`src/rtl/pipe_skid_reg.sv`:
```
// Two-entry skid buffer between pipeline stages: registered ready toward the
// producer, synchronous flush, and a saturating count of downstream bubble cycles.
module pipe_skid_reg #(
  parameter int DATA_W = 128,
  parameter int CNT_W  = 16
) (
  input  logic              clk,
  input  logic              rst,
  input  logic              in_valid,
  output logic              in_ready,
  input  logic [DATA_W-1:0] in_data,
  input  logic              flush,
  output logic              out_valid,
  input  logic              out_ready,
  output logic [DATA_W-1:0] out_data,
  output logic [1:0]        occupancy,
  output logic [CNT_W-1:0]  bubble_cnt
);

  logic              m_valid_q, m_valid_d;
  logic [DATA_W-1:0] m_data_q,  m_data_d;
  logic              s_valid_q, s_valid_d;
  logic [DATA_W-1:0] s_data_q,  s_data_d;
  logic [CNT_W-1:0]  bubble_q,  bubble_d;

  logic accept;
  logic drain;

  // in_ready is a pure register decode, so out_ready never reaches it.
  assign in_ready   = !s_valid_q;
  assign out_valid  = m_valid_q;
  assign out_data   = m_data_q;
  assign occupancy  = {1'b0, m_valid_q} + {1'b0, s_valid_q};
  assign bubble_cnt = bubble_q;

  assign accept = in_valid & in_ready;
  assign drain  = out_valid & out_ready;

  always_comb begin
    // NOTE: every signal gets a default before any branch, so no latch is inferred.
    m_valid_d = m_valid_q;
    m_data_d  = m_data_q;
    s_valid_d = s_valid_q;
    s_data_d  = s_data_q;
    bubble_d  = bubble_q;

    if (out_ready && !m_valid_q && (bubble_q != {CNT_W{1'b1}})) begin
      bubble_d = bubble_q + CNT_W'(1);
    end

    if (flush) begin
      m_valid_d = 1'b0;
      m_data_d  = '0;
      s_valid_d = 1'b0;
      s_data_d  = '0;
    end else begin
      unique case ({m_valid_q, s_valid_q})
        2'b00: begin
          if (accept) begin
            m_valid_d = 1'b1;
            m_data_d  = in_data;
          end
        end
        2'b10: begin
          if (drain && accept) begin
            m_data_d = in_data;
          end else if (drain) begin
            m_valid_d = 1'b0;
            m_data_d  = '0;
          end else if (accept) begin
            s_valid_d = 1'b1;
            s_data_d  = in_data;
          end
        end
        2'b11: begin
          if (drain) begin
            m_data_d  = s_data_q;
            s_valid_d = 1'b0;
            s_data_d  = '0;
          end
        end
        default: begin
          // Skid without main cannot arise; promote it so order is still kept.
          m_valid_d = 1'b1;
          m_data_d  = s_data_q;
          s_valid_d = 1'b0;
          s_data_d  = '0;
        end
      endcase
    end
  end

  // NOTE: sequential state uses non-blocking assignments only, so every flop
  // samples the pre-edge values regardless of statement order.
  always_ff @(posedge clk or posedge rst) begin
    if (rst) begin
      // NOTE: payload registers are reset too, because out_data must read zero
      // whenever the main entry is empty, including during reset.
      m_valid_q <= 1'b0;
      m_data_q  <= '0;
      s_valid_q <= 1'b0;
      s_data_q  <= '0;
      bubble_q  <= '0;
    end else begin
      m_valid_q <= m_valid_d;
      m_data_q  <= m_data_d;
      s_valid_q <= s_valid_d;
      s_data_q  <= s_data_d;
      bubble_q  <= bubble_d;
    end
  end

endmodule

```
`config.mk`:
```
export PLATFORM = sky130hd
export DESIGN_NAME = pipe_skid_reg
export DESIGN_NICKNAME = d
export VERILOG_FILES = /design/src/rtl/pipe_skid_reg.sv
export SDC_FILE = /design/constraint.sdc
export NUM_CORES = 1
export LEC_CHECK = 0
export ABC_CLOCK_PERIOD_IN_PS = 8000
export CAP_MARGIN = 20
export CELL_PAD_IN_SITES_DETAIL_PLACEMENT = 0
export CELL_PAD_IN_SITES_GLOBAL_PLACEMENT = 1
export CORE_ASPECT_RATIO = 0.75
export CORE_MARGIN = 2
export CORE_UTILIZATION = 36
export CTS_BUF_LIST = sky130_fd_sc_hd__clkbuf_8
export CTS_CLUSTER_SIZE = 12
export DETAILED_ROUTE_END_ITERATION = 8
export GPL_ROUTABILITY_DRIVEN = 0
export PLACE_DENSITY_LB_ADDON = 0.1
export SLEW_MARGIN = 10
export SYNTH_ARGS = -nofsm -noshare
export SYNTH_HDL_FRONTEND = slang
export SYNTH_SLANG_ARGS = --single-unit
```
`constraint.sdc`:
```
create_clock -name clk -period 8 [get_ports clk]
set_clock_uncertainty 0.15 [all_clocks]
set_input_delay 0.8 -clock clk [delete_from_list [all_inputs] [get_ports clk]]
set_output_delay 0.8 -clock clk [all_outputs]
set_load 0.005 [all_outputs]
```
==> metrics.md <==
| Metric | Value |
|---|---|
| Status | finished clean |
| Post-CTS Setup Bufs | 0 |
| HP Start | s_data_q[74] |
| Gr ovfl total | 0 |
| CTS tree | yes |
| Worst vdd ir | 0.209 mV |
| Main combinational cell family by area after synthesis | compound AO/OA/AOI/OAI gates |
| Reg2reg setup slack | 4.72 ns |
| PortBufs | 280 |
| Synth Area in Compound Gates | 27.9% |
| Sequential Power Share | 43.0% |
| Place WS | 4.00 ns |
| Synth warn | 0 |
| Clock sinks | 274 |
| Proportion of layout cells with a drive suffix above 1 | 6.81% |
| First-pass GRT wire length | 52,200 um |
| Layout fillers | 2,856 |
| Post-Synth XOR/XNOR Area | 1.08% |
| Mapped Area | 11,400 um2 |
| DR WL/cell | 20.3 um |
| Cell Pwr Density | 250 nW/um2 |
| Worst R2R Start | s_valid_q |
| # diodes | 0 |
| Vias after detailed routing | 8,934 |
| Setup TNS | 0 ns |
| Total global-route track usage | 20.0% |
| DIE AREA | 33,100 um2 |
| Startpoint Class | input pin |
| Synth Area in Simple Gates | 6.16% |
| Row count | 56 |
| Hold Violations, Final | 0 |
| Core Region | 31,200 um2 |
| Capturing point of the worst reg2reg path | out_data[80] |
| Mux contribution to synthesized area | 0.0989% |
| Post-Synth Adder-Cell Area | 0.439% |
| Main area contributors after synthesis | dfrtp_1 60%, a22o_1 9.8%, a211oi_1 8.5% |
| Pint | 2.66 mW |
| # nets final | 1,340 |
| Vias in the first global route | 8,874 |
| Flop and latch count out of synthesis | 274 |
| CTS buffer count | 45 |
| Die height | 158 um |
| DRT iter0 DRCs | 611 |
| Pins over their slew limit | 0 |
| FFs w/ async S/R, synth | 100% |
| First-pass iteration count of the detailed router | 6 |
| Worst-path cell chain | clkdlybuf4s50_1 -> and2_1 -> a41o_4 -> buf_4 -> a22oi_1 -> a211oi_1 |
| Cells on Worst Hold Path | 1 |
| Clock transition at path regs | 0.06 ns |
| Dpl cells | 1,562 |
| Hpwl dp | 18,700 um |
| Slew HR | 17.9% |
| R2r worst-path depth | 6 |
| MaxCap Viol Count | 0 |
| CP peak stage delay | 0.84 ns |
| RSZ-0062 raised after global routing | no |
| Root Driver | clkbuf_8 |
| Post-synth cell types | 37 |
| CP Data Arrival Time | 3.77 ns |
| Final setup fails | 0 |
| Cell taking the most area after synthesis | dfrtp_1 |
| Largest net degree at the start of global routing | 257 |
| Comb pwr share | 25.1% |
| Post-Syn Instances | 964 |
| H-tree depth | 2 |
| Number of flops mapped to enable cells by yosys | 0 |
| Area Overhead vs Synth | 34.2% |
| Post-route setup slack | 4.53 ns |
| Critical path buffers and inverters | 2 |
| Hold Crit Class | reg -> reg |
| Fin crit share | 43.4% |
| Ys flop type | dfrtp_1 |
| Hold endpoint | s_data_q[74] |
| Overall power | 3.82 mW |
| Sw frac | 30.4% |
| Crit end category | flop |
| Worst skew pair latency | 0.55 ns |
| Critical path type | in -> reg |
| Slowest CP cell | a41o_4 |
| Vias per cell | 5.45 |
| Power share of the clock group | 31.9% |
| Synth Area per Inst | 11.8 um2 |
| Critical path required time | 8.30 ns |
| FMAX | 0.288 GHz |
| Remaining routing DRC violations | 0 |
| Reg area | 6860 um2 |
| ANT nets after route | 0 |
| Crit path time final | 3.47 ns |
| Leakage | 6.58 nW |
| CP Max Fanout | 73 |
| Post-Syn Nets | 1,101 |
| Switching power | 1.16 mW |
| Area of the multi-input gates | 4110 um2 |
| Initial antenna violation count | 3 |
| Post-CTS resize count | 0 |
| Yosys top cell area share | 60.2% |
| CTS Hold Bufs | 0 |
| Ports | 281 |
| Horiz. Die Dim | 209 um |
| Routed wire length | 33,300 um |
| Deepest clock path buffer count | 3 |
| Non-filler cells, final | 1,640 |
| Initial Util | 36.5% |
| CP delay by family, top | compound AO/OA/AOI/OAI gates |
| Sequential area share after synthesis | 60.2% |
| Worst-Margin Slew | 1.23 ns |
==> metrics by stage <==
step / area (um2) / utilization [%] / hold WS [ns]
after floorplan: 11400 / - / 0.324
after global placement: 14400 / 46.2 / 0.338
after detailed placement: 14400 / 46.2 / 0.341
after CTS: 15300 / 49.0 / 0.359
after global routing: 15300 / 49.0 / 0.364
final: 15300 / 49.0 / 0.354
==> area by class of cell <==
cell class | instances | share of cell area, %
flip-flops and latches | 274 | 44.9
clock buffers | 59 | 5.31
clock inverters | 19 | 0.508
repair buffers | 291 | 19.0
multi-input cells | 588 | 26.9
well taps | 406 | 3.32
inverters | 3 | 0.0982
==> sequential cells by signal, indices dropped and copies added, names as in the netlist <==
name	count
out_data	128
s_valid_q	1
bubble_cnt	16
out_valid	1
s_data_q	128
==> cells by family after synthesis <==
family	after synthesis
flip-flops	274
XOR/XNOR	14
buffers and inverters	102
AND/OR/NAND/NOR	167
AO/OA/AOI/OAI	402
multiplexers	1
adder cells (fa/ha/maj)	4
==> power by group through the flow <==
stage	Sequential, mW	Clock [mW]	Combinational, mW
2_1_floorplan	1.66	0	0.481
3_3_place_gp	1.66	0	0.966
3_5_place_dp	1.66	0	0.967
4_1_cts	1.64	1.26	0.971
5_1_grt	1.66	1.33	1.06
6_report	1.64	1.22	0.959
==> cells in the final DEF (no fill, tap or decap), types with 2 or more instances in the layout <==
master,instances
and3_1,3
nand2b_1,2
o211ai_1,5
a22oi_1,128
clkinv_2,2
dfrtp_1,274
xnor2_1,14
buf_12,2
clkbuf_8,59
o21ai_0,2
inv_1,18
nand4_1,5
nand3_1,5
a211oi_1,129
clkdlybuf4s50_1,279
nand2_1,5
nor2_1,135
a21oi_1,3
clkinvlp_4,2
ha_1,4
and2_1,2
buf_4,10
a22o_1,128
==> cells in the mapped netlist, types with 3 or more instances <==
library cell / n
xnor2_1: 14
a22oi_1: 128
dfrtp_1: 274
inv_1: 3
a21oi_1: 4
buf_4: 11
nand2_1: 5
a22o_1: 128
ha_1: 4
a211oi_1: 129
nand3_1: 5
clkbuf_1: 48
buf_1: 6
buf_2: 33
o211ai_1: 5
nand4_1: 5
nor2_1: 136
and3_1: 3
==> metal layers <==
metal,GRT usage [%],wire length (um),up-vias
li1,-,-,4172
met3,5.99,2390,58
met4,5.78,615,4
met5,0,25,-
met1,28.6,15600,4435
met2,29.2,14700,265
==> worst max-delay path by stage <==
stage,startpoint,cells past startpoint,endpoint
after floorplan,rst,1,bubble_cnt[0]
after global placement,out_ready,6,out_data[24]
after detailed placement,out_ready,6,out_data[18]
after CTS,out_ready,6,out_data[17]
after global routing,out_ready,6,out_data[17]
final,out_ready,6,out_data[80]
No activity file was read; power rests on OpenSTA's default activity.
